`src/rtl/qpu_trigger_evq_pkg.sv`:
```
// qpu_trigger_evq_pkg: shared widths, entry format and sequencer states for the trigger event queue
package qpu_trigger_evq_pkg;
    localparam int TIME_W    = 16;
    localparam int EVENT_NUM = 4;
    localparam int EVENT_WW  = 8;
    localparam int PAYLOAD_W = (TIME_W > EVENT_NUM + EVENT_WW) ? TIME_W : EVENT_NUM + EVENT_WW;
    localparam int ENTRY_W   = PAYLOAD_W + 1;
    localparam logic QPU_TRIG_TAG_TIME  = 1'b0;
    localparam logic QPU_TRIG_TAG_EVENT = 1'b1;
    typedef enum logic {QPU_TRIG_ST_IDLE = 1'b0, QPU_TRIG_ST_WAIT = 1'b1} trig_state_e;
    typedef struct packed {
        logic                 tag;
        logic [PAYLOAD_W-1:0] payload;
    } trig_entry_t;
    function automatic trig_entry_t mk_time(input logic [TIME_W-1:0] t);
        return '{tag: QPU_TRIG_TAG_TIME, payload: PAYLOAD_W'(t)};
    endfunction
    function automatic trig_entry_t mk_event(input logic [EVENT_NUM-1:0] m, input logic [EVENT_WW-1:0] d);
        return '{tag: QPU_TRIG_TAG_EVENT, payload: PAYLOAD_W'({m, d})};
    endfunction
endpackage

```
`src/rtl/qpu_trigger_fifo.sv`:
```
// qpu_trigger_fifo: ordered entry FIFO with a TIME and an EVENT write port and one read port
//   clk, rst_n (sync, active low), flush: clear pointers and count
//   wr_time/din_time, wr_event/din_event: writes; TIME lands ahead of EVENT when both fire
//   rd: pop head; count/empty/head: registered occupancy and current head entry
module qpu_trigger_fifo
    import qpu_trigger_evq_pkg::*;
#(
    parameter int DEPTH = 8,
    parameter int AW    = 3
) (
    input  logic        clk,
    input  logic        rst_n,
    input  logic        flush,
    input  logic        wr_time,
    input  trig_entry_t din_time,
    input  logic        wr_event,
    input  trig_entry_t din_event,
    input  logic        rd,
    output logic [AW:0] count,
    output logic        empty,
    output trig_entry_t head
);
    trig_entry_t    mem [DEPTH];
    logic [AW-1:0]  wptr, rptr;
    logic           live;
    assign live  = rst_n & ~flush;
    assign empty = count == '0;
    assign head  = mem[rptr];
    always_ff @(posedge clk) begin
        if (live && wr_time) mem[wptr] <= din_time;
        if (live && wr_event) mem[wr_time ? wptr + AW'(1) : wptr] <= din_event;
    end
    always_ff @(posedge clk) begin
        if (!live) begin
            wptr  <= '0;
            rptr  <= '0;
            count <= '0;
        end else begin
            wptr  <= wptr + AW'(wr_time) + AW'(wr_event);
            rptr  <= rptr + AW'(rd);
            count <= count + (AW+1)'(wr_time) + (AW+1)'(wr_event) - (AW+1)'(rd);
        end
    end
endmodule

```
`src/rtl/qpu_trigger_evq.sv`:
```
// qpu_trigger_evq: replays queued wait-time and event entries as one-cycle trigger strobes
//   clk, rst_n (sync, active low); trigger_i_flush clears queue and sequencer
//   tiq_wbck_*: time entries; evq_wbck_* with erf_oprand/erf_data: event entries
//   trigger_o_valid/data: per-channel strobe and payload; trigger_o_busy: queue or wait active
//   trigger_o_stamp: fire timestamp, present only when QPU_TRIGGER_STAMP_EN is defined
module qpu_trigger_evq
    import qpu_trigger_evq_pkg::*;
#(
    parameter int DEPTH = 8,
    parameter int AW    = 3
) (
    input  logic                 clk,
    input  logic                 rst_n,
    input  logic                 tiq_wbck_ena,
    output logic                 tiq_wbck_ready,
    input  logic [TIME_W-1:0]    tiq_wbck_data,
    input  logic                 evq_wbck_ena,
    output logic                 evq_wbck_ready,
    input  logic [EVENT_NUM-1:0] erf_oprand,
    input  logic [EVENT_WW-1:0]  erf_data,
    input  logic                 trigger_i_flush,
    output logic [EVENT_NUM-1:0] trigger_o_valid,
    output logic [EVENT_WW-1:0]  trigger_o_data,
    output logic                 trigger_o_busy
`ifdef QPU_TRIGGER_STAMP_EN
    ,output logic [TIME_W-1:0]   trigger_o_stamp
`endif
);
    trig_state_e          state;
    logic [TIME_W-1:0]    cnt;
    logic [AW:0]          count;
    logic                 empty, ready, pop, is_event;
    trig_entry_t          head;
    logic [TIME_W-1:0]    head_time;
    logic [EVENT_NUM-1:0] head_mask;
    logic [EVENT_WW-1:0]  head_data;
    // Room for two entries keeps a same-cycle TIME+EVENT push safe without looking at ena.
    assign ready          = count <= (AW+1)'(DEPTH - 2);
    assign tiq_wbck_ready = ready;
    assign evq_wbck_ready = ready;
    assign pop            = state == QPU_TRIG_ST_IDLE && !empty;
    assign is_event       = head.tag == QPU_TRIG_TAG_EVENT;
    assign head_time      = head.payload[TIME_W-1:0];
    assign head_mask      = head.payload[EVENT_WW +: EVENT_NUM];
    assign head_data      = head.payload[EVENT_WW-1:0];
    assign trigger_o_busy = count != '0 || state == QPU_TRIG_ST_WAIT;
    qpu_trigger_fifo #(.DEPTH(DEPTH), .AW(AW)) u_fifo (
        .clk       (clk),
        .rst_n     (rst_n),
        .flush     (trigger_i_flush),
        .wr_time   (tiq_wbck_ena & ready),
        .din_time  (mk_time(tiq_wbck_data)),
        .wr_event  (evq_wbck_ena & ready),
        .din_event (mk_event(erf_oprand, erf_data)),
        .rd        (pop),
        .count     (count),
        .empty     (empty),
        .head      (head)
    );
    always_ff @(posedge clk) begin
        if (!rst_n) begin
            state           <= QPU_TRIG_ST_IDLE;
            cnt             <= '0;
            trigger_o_valid <= '0;
            trigger_o_data  <= '0;
        end else if (trigger_i_flush) begin
            state           <= QPU_TRIG_ST_IDLE;
            cnt             <= '0;
            trigger_o_valid <= '0;
        end else begin
            trigger_o_valid <= (pop && is_event) ? head_mask : '0;
            if (pop && is_event && head_mask != '0) trigger_o_data <= head_data;
            if (state == QPU_TRIG_ST_WAIT) begin
                cnt <= cnt - TIME_W'(1);
                if (cnt == TIME_W'(1)) state <= QPU_TRIG_ST_IDLE;
            end else if (pop && !is_event && head_time != '0) begin
                cnt   <= head_time;
                state <= QPU_TRIG_ST_WAIT;
            end
        end
    end
`ifdef QPU_TRIGGER_STAMP_EN
    logic [TIME_W-1:0] stamp_cnt;
    always_ff @(posedge clk) begin
        if (!rst_n) begin
            stamp_cnt       <= '0;
            trigger_o_stamp <= '0;
        end else if (trigger_i_flush) begin
            stamp_cnt       <= '0;
        end else begin
            stamp_cnt <= stamp_cnt + TIME_W'(1);
            if (pop && is_event) trigger_o_stamp <= stamp_cnt;
        end
    end
`endif
endmodule

```
`config.mk`:
```
export PLATFORM = sky130hd
export DESIGN_NAME = qpu_trigger_evq
export DESIGN_NICKNAME = d
export VERILOG_FILES = /design/src/rtl/qpu_trigger_evq_pkg.sv /design/src/rtl/qpu_trigger_fifo.sv /design/src/rtl/qpu_trigger_evq.sv
export SDC_FILE = /design/constraint.sdc
export NUM_CORES = 1
export LEC_CHECK = 0
export CAP_MARGIN = 15
export CORE_UTILIZATION = 54
export CTS_CLUSTER_DIAMETER = 120
export CTS_CLUSTER_SIZE = 10
export DETAILED_ROUTE_END_ITERATION = 8
export GPL_TIMING_DRIVEN = 0
export PLACE_DENSITY_LB_ADDON = 0.1
export SYNTH_ARGS = -nofsm -noshare
export SYNTH_HDL_FRONTEND = slang
export SYNTH_SLANG_ARGS = --single-unit
export TNS_END_PERCENT = 30
```
`constraint.sdc`:
```
create_clock -name clk -period 3.1 [get_ports clk]
set_input_delay 0.62 -clock clk [delete_from_list [all_inputs] [get_ports clk]]
set_output_delay 0.62 -clock clk [all_outputs]
set_load 0.1 [all_outputs]
```
**Word level (Yosys, flattened, before mapping)**

Memories as Yosys holds them, arrays and structs flattened. A register that Yosys moved wholly into a read port is not among the register bits.
Cells that the tools add are included.

- Register bits after elaboration: 39
- Memories kept: 1
- Input bits: 33
- Bits in writable memories: 136

Memory list:

| name | depth | bits a word | read ports | clocked after Yosys merged registers in | write ports | RTL line | RTL |
|---|---|---|---|---|---|---|---|
| u_fifo.mem | 8 | 17 | 1 | 1 | 2 | qpu_trigger_fifo.sv:23 | `trig_entry_t mem [DEPTH];` |

- Bitwise gates (word level): 7
- Equality and inequality tests: 1
- Reduce and logical (&&, ||, !) cells: 18
- Magnitude comparators: 1
- Add/subtract/negate cells: 8
- Muxes and demuxes: 11

Operators with widths:

| operator | count |
|---|---|
| $mux W16 | 2 |
| $eq A16 B1 Y1 const B | 1 |
| $reduce_bool A16 Y1 | 1 |
| $sub A16 B1 Y16 const B | 1 |
| $add A3 B1 Y3 | 3 |
| $add A4 B1 Y4 | 2 |
| $reduce_bool A4 Y1 | 2 |
| $logic_and A1 B1 Y1 | 7 |
| $mux W1 | 7 |
| $mux W3 | 2 |
| $le A4 B3 Y1 const B | 1 |
| $logic_not A4 Y1 | 1 |
| $not A1 Y1 | 4 |
| $sub A4 B1 Y4 | 1 |
| $add A3 B1 Y3 const B | 1 |
| $and A1 B1 Y1 | 3 |
| $reduce_or A3 Y1 | 1 |
| $logic_not A1 Y1 | 2 |
| $reduce_and A2 Y1 | 1 |
| $reduce_bool A2 Y1 | 1 |
| $reduce_or A2 Y1 | 1 |
| $logic_or A1 B1 Y1 | 1 |

**Logic depth before layout (Yosys ltp)**

Gate-level depths: netlist of run 1.

- Depth after elaboration: 7
- Gate-level depth with buffers: 12
- Gate-level depth less buffers: 12

**By module**

A second synthesis of run 1 with hierarchy kept.

- Cells, all modules: 688
- Area total of the unflattened synthesis: 9003.6 um^2

By module, submodules not included:

| module | area an instance (um^2) | instances | cells each | seq. area each (um^2) |
|---|---|---|---|---|
| qpu_trigger_fifo | 7582.3 | 1 | 520 | 4284.1 |
| qpu_trigger_evq | 1421.4 | 1 | 168 | 580.6 |

**Least setup slack after synthesis of run 1**

OpenSTA, ideal clock, no wires.

- Path type: register -> register
- Start: register u_fifo.count[3]
- End: memory u_fifo.mem[1][0] (netlist name), enable pin
- Library setup time: 359 ps
- Required time: 2741 ps
- Path slack: -499 ps
- Period minus slack after synthesis: 3599 ps
- Buffers on the path: 3
- Stages on the path, launching flop included: 12
- Arrival time: 3240 ps
- Cell sequence: dfxtp_1 > inv_1 > ha_1 > nand3_1 > and2_1 > nand2_1 > or3_1 > clkbuf_1 > nor2b_1 > buf_2 > buf_1 > nand2b_1

RTL lines:

| element | RTL line | RTL |
|---|---|---|
| from (decl) | qpu_trigger_fifo.sv:19 | `output logic [AW:0] count,` |
| from (signal assigned) | qpu_trigger_fifo.sv:41 | `count <= count + (AW+1)'(wr_time) + (AW+1)'(wr_event) - (AW+1)'(rd);` |
| to (decl) | qpu_trigger_fifo.sv:23 |  |

==> results of run 1 <==
==> metal layers <==
| metal | global-route usage | share of wire | vias to the layer above |
|---|---|---|---|
| met4 | 0.0879 | 0.020 | 0 |
| met5 | 0 | 0 | - |
| met3 | 0.0707 | 0.082 | 36 |
| met1 | 0.402 | 0.41 | 3158 |
| met2 | 0.491 | 0.49 | 299 |
| li1 | - | - | 2796 |
==> timing repair <==
item,in CTS,in global routing
pin swaps,1,0
setup buffers,3,0
gates cloned,1,1
hold buffers,0,0
endpoints found under the setup margin,183,194
hold endpoints to repair,0,0
resized for setup,37,30
==> how the worst min path moves through the flow <==
stage | from | end | slack, ns | cells past startpoint
after floorplan | u_fifo.mem[6][16] | u_fifo.mem[6][16] | 0.42 | 1
after global placement | u_fifo.mem[3][16] | u_fifo.mem[3][16] | 0.44 | 2
after detailed placement | u_fifo.mem[0][16] | u_fifo.mem[0][16] | 0.45 | 1
after CTS | u_fifo.mem[6][14] | u_fifo.mem[6][14] | 0.46 | 2
after global routing | u_fifo.mem[2][16] | u_fifo.mem[2][16] | 0.48 | 2
final | u_fifo.mem[1][14] | u_fifo.mem[1][14] | 0.46 | 2
==> power by group through the flow <==
stage	clock, uW	sequential, uW	combinational [uW]
global route	2070	2890	2770
global placement	0	2890	2430
detailed placement	0	2900	2500
CTS	1960	2850	2530
finish	1970	2860	2570
floorplan	0	3010	1760
==> area by class of cell <==
type | count | area, sq um
Timing Repair Buffer | 22 | 211
Fill cell | 1193 | 5520
Clock inverter | 14 | 93.8
Tap cell | 211 | 264
Multi-Input combinational cell | 438 | 3980
Sequential cell | 175 | 4460
Buffer | 71 | 373
Inverter | 21 | 78.8
Clock buffer | 18 | 439
==> cells by family after synthesis <==
group / synth area share
multiplexers: 0.155
adder cells (fa/ha/maj): 0.0228
XOR/XNOR: 0.00809
flip-flops: 0.516
AO/OA/AOI/OAI: 0.160
buffers and inverters: 0.0491
AND/OR/NAND/NOR: 0.0894
==> state kept, by name, indices dropped and copies added (netlist names) <==
register         cells
trigger_o_valid      4
state                1
u_fifo.count         4
trigger_o_data       8
u_fifo.mem         136
cnt                 16
u_fifo.wptr          3
u_fifo.rptr          3
==> cells in the mapped netlist (all sizes together), types with 2 or more instances <==
library cell  count
buf              43
edfxtp           96
a21oi            21
o22ai            14
nor4              5
and2              8
a21o              5
nand2            31
fa                3
inv              21
o22a              4
clkbuf           30
nor3              7
nand2b            6
a221oi            2
a31oi             2
mux4             34
or3               3
or4b              2
a211oi            6
o311ai            2
mux2i            40
a22o             96
and3              2
a211o             3
ha               11
o311a             3
dfxtp            79
nor2b            12
nand3             9
mux2             13
nor2             58
xnor2             7
nand4             5
o21ai             5
and4              3
==> tightest hold or removal path, delay by kind of cell, from the launching register on <==
| kind | cells | cell delay (ns) |
|---|---|---|
| flip-flops | 1 | 0.31 |
| AO/OA/AOI/OAI | 1 | 0.05 |
| AND/OR/NAND/NOR | 1 | 0.05 |
==> placed cells by master (no fill, tap or decap), types with 6 or more instances in the layout <==
master	synthesis	final
clkdlybuf4s50_1	0	16
and2_1	8	7
clkbuf_16	0	17
xnor2_1	7	6
o22ai_1	14	9
nor2_1	58	46
buf_2	10	9
inv_1	21	21
a22o_1	96	96
dfxtp_1	79	79
a21oi_1	20	20
nand2_1	31	31
nor2_2	0	7
buf_4	1	6
edfxtp_1	96	96
ha_1	11	11
mux2i_1	40	38
nand3_1	9	7
buf_1	28	27
mux4_2	28	28
clkbuf_1	30	15
mux4_1	6	6
mux2_2	12	12
clkbuf_2	0	10
nor2b_1	12	12
==> per-stage QoR <==
step           cells  setup WS (ns)
2_1_floorplan    705         0.0687
3_3_place_gp     935          -1.32
3_5_place_dp     935          -1.40
4_1_cts          970        -0.0665
5_1_grt          970         -0.114
6_report         970         0.0339
==> flow_summary_export.csv, run 1 <==
group,metric,value,unit
power,internal_power,4750,uW
sta,slew_headroom,0.339,
die,start_util,0.561,
cells_and_area,utilization,0.642,
power,power_switching,2650,uW
synthesis,synth_edf_count,96,
grt,grt_first_pass_wirelength,36100,um
critical_path,critPathMaxFanout,10,
critical_path,r2r_start,"u_fifo.count[3]",
synthesis,synth_nets,752,
job,maxCapViolations,0,
critical_path,crit_family,"compound AO/OA/AOI/OAI gates",
synthesis,ys.warnings.count,0,
placed_design,routabilityCongestion,0.860,
synthesis,synthesis.area,8660,sq um
synthesis,synth_top_cell_by_area,"edfxtp_1",
critical_path,crit_type,"reg2reg",
critical_path,path_cells,"inv_1, ha_1, a21bo_2, and3_1, buf_2, o22a_1, o22a_1, nor2_2, clkbuf_1, a22o_1",
critical_path,max_stage_delay,0.62,ns
grt,grt_max_degree,18,
critical_path,crit_path_start,"u_fifo.count[3]",
sta,fin_skew,0.00743,ns
grt,grt_pass1_vias,6197,
synthesis,synth_top_area_share,0.333,
die,dieWidth,129,um
critical_path,reg2reg_to,"u_fifo.mem[4][9]",
critical_path,r2r_slack,0.03,ns
cts,numClockSinks,175,
critical_path,critPathBufInv,3,
cts,path_clk_slew,0.07,ns
placed_design,io_buffers,19,
cts,clk_latency,0.43,ns
synthesis,ys.flop_type,"edfxtp_1",
synthesis,synthCells,705,
detailed_routing,route.vias.total,6289,
status,outcome,"completed",
cts,cts-root-buf,"clkbuf_16",
sta,period_share,0.989,
critical_path,cp-end-kind,"flop",
sta,hold_ws,0.459,ns
cells_and_area,drive_gt1_frac,0.191,
detailed_routing,drt-initial-drc-count,635,
detailed_routing,wl,23400,um
synthesis,syn_area_per_cell,12.3,sq um
power,swShare,0.358,
synthesis,async_reset_ff_frac,0,
sta,max_freq,326,MHz
detailed_routing,first_pass_iters,5,
detailed_routing,wire_per_inst,24.1,um
grt,grt.total_usage,0.301,
grt,grt-ovfl-total,0,
die,core_region_area,15400,sq um
sta,finalHoldViolCount,0,
die,rows,45,
die,io_pins,48,
power,pwr-share-clk,0.266,
critical_path,arrival,3.36,ns
synthesis,ys_ff_latch,175,
detailed_routing,routed_via_density,6.48,
sta,period_needed,3.07,ns
placed_design,dp_hpwl,15900,um
cts,htree_levels,4,
power,total_power,7400,uW
detailed_routing,drcViolationCount,0,
sta,grt_setup_unrepaired,"yes",
die,die_h,129,um
cells_and_area,diodes,0,
cells_and_area,nets,793,
synthesis,synthDistinctLibCells,63,
critical_path,cp_common_cell,"o22a_1",
sta,setup_tns,0,ns
critical_path,cp_slowest_cell,"clkbuf_1",
critical_path,endpoint,"u_fifo.mem[4][9]",
power,p_leak,0.00347,uW
min_path,hold_class,"reg2reg",
critical_path,cp_num_cells,10,
sta,setup_viol,0,
detailed_routing,antenna_left,0,
power,p_comb_frac,0.347,
critical_path,reg2reg_depth,10,
synthesis,ys_top_cells_by_area,"edfxtp_1 33%, dfxtp_1 18%, a22o_1 9.7%",
cells_and_area,area_growth,14.4,%
cts,cts_tree,"done",
cells_and_area,stdcell_area,9910,sq um
sta,tightest_slew,0.988,ns
power,ir_drop,0.000463,V
critical_path,crit_path_start_kind,"flop",
placed_design,dpl-instance-area,9150,sq um
cts,clockBufferDepth,2,
sta,slew_violations,0,
synthesis,seq_area_frac_synth,0.516,
die,dieArea,16500,sq um
cts,numCtsBuffers,17,
power,power_frac_seq,0.387,
power,power_density,747,nW/um^2
critical_path,cp_data_required_time,3.40,ns
grt,grt_antenna_before_repair,0,
(Power assumes the default switching activity.)
==> run 2: changes to the inputs <==
CORE_MARGIN = 8   (was default)
CORE_UTILIZATION = 55   (was 54)
clock period = 3.9 ns   (was 3.1 ns; I/O delays follow)
==> flow_summary_export.csv, run 2 (synthesized netlist as in run 1, its figures left out) <==
group,metric,value,unit
cts,clk_latency,0.42,ns
sta,slew_violations,0,
detailed_routing,wl,23700,um
critical_path,cp_data_required_time,3.97,ns
cells_and_area,instances_no_fill,973,
sta,grt_setup_unrepaired,"no",
die,die_h,141,um
cells_and_area,area_growth,13.2,%
detailed_routing,first_pass_iters,5,
die,io_pins,48,
sta,slew_headroom,0.255,
cts,clockBufferDepth,2,
critical_path,path_cells,"clkdlybuf4s50_1, nor2b_1, clkbuf_1, nand4_1, nor2b_1, clkbuf_2, clkbuf_2, nand2b_2",
die,dieArea,20000,sq um
power,p_leak,0.00344,uW
cells_and_area,drive_gt1_frac,0.144,
power,internal_power,4010,uW
detailed_routing,drt-initial-drc-count,480,
sta,max_freq,265,MHz
grt,grt_first_pass_wirelength,36200,um
placed_design,dp_hpwl,16400,um
cts,numCtsBuffers,17,
critical_path,crit_path_start_kind,"primary input",
cts,path_clk_slew,0.06,ns
die,core_region_area,15700,sq um
cells_and_area,regMostFlops,"u_fifo.mem",
detailed_routing,routed_via_density,6.45,
cts,htree_levels,4,
die,dieWidth,141,um
sta,tightest_slew,1.11,ns
critical_path,critPathMaxFanout,12,
sta,setup_viol,0,
critical_path,crit_type,"in2reg",
power,pwr-share-clk,0.299,
placed_design,place_inst,941,
detailed_routing,route.vias.total,6273,
cells_and_area,nFillCells,1215,
power,p_comb_frac,0.329,
status,outcome,"completed",
critical_path,cp_slowest_cell,"clkdlybuf4s50_1",
critical_path,cp-end-kind,"flop",
power,power_density,622,nW/um^2
cells_and_area,nets,791,
min_path,hold_class,"reg2reg",
critical_path,critPathBufInv,4,
power,ir_drop,0.000348,V
placed_design,routabilityCongestion,0.883,
cells_and_area,utilization,0.626,
die,start_util,0.553,
critical_path,crit_family,"buffers and inverters",
die,rows,46,
grt,grt.total_usage,0.239,
critical_path,arrival,3.85,ns
cells_and_area,largestRegisters,"u_fifo.mem (136), cnt (16), trigger_o_data (8)",
placed_design,io_buffers,19,
cts,postCtsHoldBufs,0,
power,power_switching,2090,uW
cells_and_area,diodes,0,
detailed_routing,antenna_left,0,
sta,period_needed,3.78,ns
cells_and_area,final_cell_mix,"96 x a22o_1, 96 x edfxtp_1, 79 x dfxtp_1",
detailed_routing,wire_per_inst,24.3,um
job,maxCapViolations,0,
cts,cts_tree,"done",
grt,grt_pass1_vias,6237,
grt,grt_max_degree,17,
critical_path,max_stage_delay,0.66,ns
cells_and_area,largest_reg_flops,136,
sta,period_share,0.969,
power,total_power,6100,uW
power,power_frac_seq,0.372,
sta,fin_skew,0.00636,ns
sta,setup_tns,0,ns
grt,grt-ovfl-total,0,
cts,cts-root-buf,"clkbuf_16",
sta,finalHoldViolCount,0,
cts,post_cts_buffers,0,
power,swShare,0.342,
detailed_routing,drcViolationCount,0,
cts,numClockSinks,175,
grt,grt_antenna_before_repair,0,
==> run 2: changes by cell type in the layout (fill, tap and decap cells not counted), moves of 4 or more <==
cell / before / now
clkbuf_1: 15 / 28
nor2_1: 46 / 58
clkbuf_2: 10 / 3
nor2_2: 7 / 0
buf_4: 6 / 1
nor2_4: 5 / 0
bufinv_16: 0 / 4
nand2b_4: 4 / 0
==> run 2: final cells by class <==
type / count / area [sq um] / share of cell area
inverter: 21 / 78.8 / 0.00804
sequential: 175 / 4460 / 0.455
clock buffer: 17 / 425 / 0.0434
clock inverter: 15 / 203 / 0.0207
buffer: 73 / 350 / 0.0357
tap: 216 / 270 / 0.0276
multi-input combinational: 436 / 3810 / 0.389
timing repair buffer: 20 / 201 / 0.0205
==> run 2: worst paths after layout <==
kind | end | start | cells after the start | slack (ns)
setup / recovery | u_fifo.mem[0][2] | rst_n | 8 | 0.12
hold / removal | u_fifo.mem[7][16] | u_fifo.mem[7][16] | 2 | 0.46
setup reg to reg | u_fifo.mem[1][0] | u_fifo.count[3] | 12 | 0.27
hold reg to reg | u_fifo.mem[7][16] | u_fifo.mem[7][16] | 2 | 0.46
==> run 2: power groups by stage <==
stage,Clock [uW],Combinational (uW),Sequential (uW)
floorplan,0,1390,2390
global placement,0,1950,2290
detailed placement,0,1980,2310
CTS,1830,1990,2270
global route,1910,2150,2290
finish,1820,2010,2270
==> run 2: per-stage QoR <==
| stage | hold slack [ns] | instance area [sq um] | worst slack [ns] |
|---|---|---|---|
| finish | 0.457 | 9800 | 0.120 |
| global route | 0.468 | 9800 | 0.0399 |
| CTS | 0.450 | 9800 | 0.0594 |
| detailed placement | 0.441 | 9170 | -0.919 |
| global placement | 0.434 | 9120 | -0.813 |
| floorplan | 0.421 | 8660 | 0.301 |
==> run 2: routing by layer <==
layer  part of all wire  GRT usage  up-vias
li1                   -          -     2775
met1               0.40      0.305     3142
met2               0.49      0.407      315
met3              0.083     0.0400       41
met4              0.021     0.0808        0
met5                  0          0        -
==> run 2: worst min-delay path: stages (launching register included) <==
cell	delay, ns
dfxtp_1	0.31
inv_1	0.05
o22ai_1	0.05
==> run 2: repair_timing <==
| item | in CTS | in global routing |
|---|---|---|
| endpoints found under the setup margin | 24 | 12 |
| resized for setup | 4 | 1 |
| pin swaps | 0 | 0 |
| hold endpoints to repair | 0 | 0 |
==> run 3: changes to the inputs <==
PLACE_DENSITY = 0.81   (was default)
PLACE_DENSITY_LB_ADDON = default   (was 0.1)
==> flow_summary_export.csv, run 3 (synthesized netlist as in run 1, its figures left out) <==
group,metric,value,unit
status,outcome,"completed",
detailed_routing,wire_per_inst,24.4,um
grt,grt_pass1_vias,6531,
cells_and_area,regMostFlops,"u_fifo.mem",
cells_and_area,area_growth,13.4,%
critical_path,critPathMaxFanout,10,
power,power_density,615,nW/um^2
cells_and_area,stdcell_area,9820,sq um
die,rows,46,
sta,setup_viol,0,
cts,clk_latency,0.43,ns
cells_and_area,nFillCells,1176,
critical_path,cp_data_required_time,4.20,ns
detailed_routing,routed_via_density,6.63,
critical_path,crit_path_start_kind,"primary input",
detailed_routing,first_pass_iters,5,
cts,numCtsBuffers,17,
cts,path_clk_slew,0.07,ns
cts,cts_tree,"done",
cts,postCtsHoldBufs,0,
sta,fin_skew,0.00836,ns
cells_and_area,nets,795,
cts,clockBufferDepth,2,
critical_path,crit_type,"in2reg",
grt,grt.total_usage,0.245,
sta,slew_headroom,0.254,
placed_design,routabilityCongestion,0.905,
power,total_power,6040,uW
grt,grt_max_degree,17,
placed_design,io_buffers,19,
detailed_routing,drt-initial-drc-count,787,
cts,htree_levels,4,
min_path,hold_class,"reg2reg",
cells_and_area,largest_reg_flops,136,
sta,period_share,0.966,
sta,finalHoldViolCount,0,
detailed_routing,route.vias.total,6489,
detailed_routing,wl,23900,um
cells_and_area,drive_gt1_frac,0.147,
sta,period_needed,3.77,ns
placed_design,dp_hpwl,16100,um
grt,grt-ovfl-total,0,
critical_path,arrival,4.06,ns
die,io_pins,48,
die,dieWidth,141,um
cts,cts-root-buf,"clkbuf_16",
die,die_h,141,um
detailed_routing,drcViolationCount,0,
placed_design,dpl-instance-area,9160,sq um
cells_and_area,largestRegisters,"u_fifo.mem (136), cnt (16), trigger_o_data (8)",
grt,grt_antenna_before_repair,1,
die,start_util,0.553,
cells_and_area,final_cell_mix,"96 x a22o_1, 96 x edfxtp_1, 79 x dfxtp_1",
power,ir_drop,0.000440,V
sta,tightest_slew,1.12,ns
power,p_leak,0.00345,uW
grt,grt_first_pass_wirelength,37100,um
die,core_region_area,15700,sq um
detailed_routing,antenna_left,0,
sta,max_freq,265,MHz
critical_path,cp-end-kind,"flop",
sta,slew_violations,0,
cts,numClockSinks,175,
job,maxCapViolations,0,
die,dieArea,20000,sq um
[run 3: changes by cell type in the layout (fill, tap and decap cells not counted), sizes merged]
cell,delta
buf,+5
clkbuf,+5
bufinv,-3
clkinv,-3
clkinvlp,+2
inv,-2
diode,+1
[run 3: power breakdown]
part           switching, uW  internal [uW]
registers                139           2140
logic                   1210            796
clock network            736           1020
[run 3: metal layers]
layer	up-vias	routed length, um	share of wire	GRT usage
met5	-	71	0.0030	0.0289
met4	2	856	0.036	0.107
met3	82	2620	0.11	0.0729
met2	413	11500	0.48	0.403
met1	3202	8820	0.37	0.291
li1	2790	-	-	-
[run 3: layout make-up]
type | count | area (sq um) | area share
buffer | 73 | 348 | 0.0354
timing repair buffer | 24 | 231 | 0.0236
clock inverter | 9 | 93.8 | 0.00955
multi-input combinational | 436 | 3810 | 0.388
inverter | 21 | 78.8 | 0.00803
tap | 216 | 270 | 0.0275
sequential | 175 | 4460 | 0.455
antenna | 1 | 2.50 | 0.000255
clock buffer | 23 | 522 | 0.0531
[run 3: what timing repair did]
item,CTS,global route
endpoints found under the setup margin,24,21
gates resized for setup,3,1
setup buffers,0,4
pin swaps,0,1
[run 3: per-stage QoR]
step	util	std cells	setup TNS, ns	hold WS, ns	worst slack [ns]
2_1_floorplan	-	705	0	0.421	0.301
3_3_place_gp	0.583	940	-21.99	0.435	-0.616
3_5_place_dp	0.585	941	-22.43	0.438	-0.805
4_1_cts	0.625	973	0	0.456	0.0768
5_1_grt	0.627	978	-0.0123	0.472	-0.0123
6_report	0.627	978	0	0.459	0.133
[run 3: critical path, stage by stage]
cell,delay [ns]
clkdlybuf4s50_1,0.66
nor2b_1,0.19
clkbuf_1,0.26
nand3_1,0.37
nor2_1,0.96
clkbuf_1,0.58
a22o_1,0.25
[run 3: final timing paths]
| path | to | slack, ns | cells after the start | start |
|---|---|---|---|---|
| setup / recovery | u_fifo.mem[5][6] | 0.13 | 7 | rst_n |
| hold / removal | u_fifo.mem[7][16] | 0.46 | 2 | u_fifo.mem[7][16] |
| setup reg to reg | u_fifo.mem[1][3] | 0.18 | 12 | u_fifo.count[3] |
| hold reg to reg | u_fifo.mem[7][16] | 0.46 | 2 | u_fifo.mem[7][16] |
==> RTL change: new RTL, config.mk and constraints of run 2 <==
`DEPTH` is set to 8 in 2 places; all go to 4.
--- a/src/rtl/qpu_trigger_fifo.sv
+++ b/src/rtl/qpu_trigger_fifo.sv
@@ -5,7 +5,7 @@
 module qpu_trigger_fifo
     import qpu_trigger_evq_pkg::*;
 #(
-    parameter int DEPTH = 8,
+    parameter int DEPTH = 4,
     parameter int AW    = 3
 ) (
     input  logic        clk,
--- a/src/rtl/qpu_trigger_evq.sv
+++ b/src/rtl/qpu_trigger_evq.sv
@@ -6,7 +6,7 @@
 module qpu_trigger_evq
     import qpu_trigger_evq_pkg::*;
 #(
-    parameter int DEPTH = 8,
+    parameter int DEPTH = 4,
     parameter int AW    = 3
 ) (
     input  logic                 clk,
Behaviour: not the same (a bounded check fails within 4 cycles, from zero or initial values and one cycle with rst_n low).
==> RTL change against run 2 <==
  * Die area fell by 34%
  * Combinational power shrank 19%
  * Sequential share of layout area fell by 4.0 points
  * Total power fell by 39%
  * Setup slack improved by 0.23 ns
  * Cell area down 37%
  * Wire length is 47% lower
  * Sequential cell count decreased by 70
  * Global-route usage is 4.1 points lower
  * Fmax rose by 6.4%
  * Via count fell by 37%
  * Sequential power decreased by 37%
  * Area after synthesis shrank 38%
==> RTL change: results <==
group,metric,value,unit
place,pre_cts_slack,0.135,ns
finish,clk_share,3.00,%
grt,grt_max_degree,19,
finish,nets,603,
pwr,peakVddDrop,0.418,mV
place,numPlacedInstances,677,
finish,num-clock-buffers,10,
place,place_hpwl,9.34,mm
grt,grt_pass1_vias,3933,
clock_network,root_buffer,"clkbuf_8",
worst_setup_path,arrival,2.77,ns
logic_synthesis,synth_ff_type,"dfxtp_1",
detailed_routing,m1WireLength,5.30,mm
finish,register_area,2580,sq um
logic_synthesis,syn_nets,545,
run_status,status,"finished, final reports clean",
clock_network,cts_buffers,9,
logic_synthesis,ys_types,56,
place,gp_congestion,0.877,
detailed_routing,drt_iter0_drc,266,
finish,n_all_inverters,31,
finish,top_regs,"u_fifo.mem (68), cnt (16), trigger_o_data (8)",
logic_synthesis,synth_area_leaders,"edfxtp_1, dfxtp_1, mux2i_1",
logic_synthesis,synth-edff-count,48,
worst_setup_path,cpPeakStageDelay,0.99,ns
pwr,power_frac_seq,38.8,%
clock_network,ctsResizeCount,0,
place,port_buffers,47,
finish,layout-drive-gt1-share,9.64,%
grt,grt_usage,19.8,%
logic_synthesis,ys_seq_elements,105,
pwr,switching_share,41.1,%
clock_network,h-tree-depth,3,
finish,layoutNonFillerInstCount,693,
finish,nNonClkBuffers,73,
detailed_routing,dr_total_vias,3951,
clock_network,clk_latency,0.38,ns
logic_synthesis,syn_avg_cell_area,10.9,sq um
grt,grt_pass1_wl,20.3,mm
finish,multi_input_area_share,40.9,%
finish,num-multi-input-gates,335,
logic_synthesis,yosysSeqAreaShare,47.8,%
detailed_routing,route.met2.wl,6.40,mm
finish,buffer_area_share,10.0,%
timing,tightest_slew,0.984,ns
pwr,p_int,0.00219,W
clock_network,cts.clk_slew.worst_paths,0.10,ns
logic_synthesis,synthTopCellsByCount,"nand2_1, mux2i_1, dfxtp_1, edfxtp_1, inv_1",
pwr,leakagePower,2.29,nW
detailed_routing,wire_per_inst,18.2,microns
finish,fill_cells,800,
timing,skew,0.00980,ns
## RTL change: cell count changes after synthesis, sizes merged, moves of 5 or more
cell / change
o221ai: +6
a22o: -96
mux4: -17
dfxtp: -22
mux2: -13
mux2i: +25
buf: -29
nand4: -5
inv: +10
clkbuf: -18
edfxtp: -48
nand2: +47
nor2: -32
o22ai: -13
## RTL change: worst paths after layout
kind                     startpoint                 to  slack (ns)  cells after the start
setup / recovery    u_fifo.count[2]     trigger_o_busy        0.35                      5
hold / removal    u_fifo.mem[2][16]  u_fifo.mem[2][16]        0.47                      1
setup reg to reg    u_fifo.count[2]   u_fifo.mem[1][6]        0.94                      8
hold reg to reg   u_fifo.mem[2][16]  u_fifo.mem[2][16]        0.47                      1
## RTL change: routing by layer
| layer | global-route usage, % | vias to the layer above |
|---|---|---|
| met3 | 3.57 | 22 |
| met4 | 7.36 | 0 |
| met1 | 23.8 | 1908 |
| met2 | 34.7 | 123 |
| met5 | 0 | - |
| li1 | - | 1898 |
## RTL change: through the flow
step | hold WS (ns) | utilization (%) | cell area [sq um]
floorplan | 0.421 | - | 5400
global placement | 0.432 | 62.6 | 6030
detailed placement | 0.440 | 62.6 | 6030
CTS | 0.465 | 64.5 | 6220
global route | 0.488 | 64.5 | 6220
finish | 0.465 | 64.5 | 6220
## RTL change: logic make-up (layout without fill, tap and decap cells)
family	count (synthesis)	count (layout)	synth area share, %
flip-flops	105	105	47.8
buffers and inverters	57	120	4.96
AO/OA/AOI/OAI	66	66	8.21
AND/OR/NAND/NOR	165	165	14.8
XOR/XNOR	7	7	1.14
multiplexers	82	82	19.1
adder cells (fa/ha/maj)	15	15	3.89
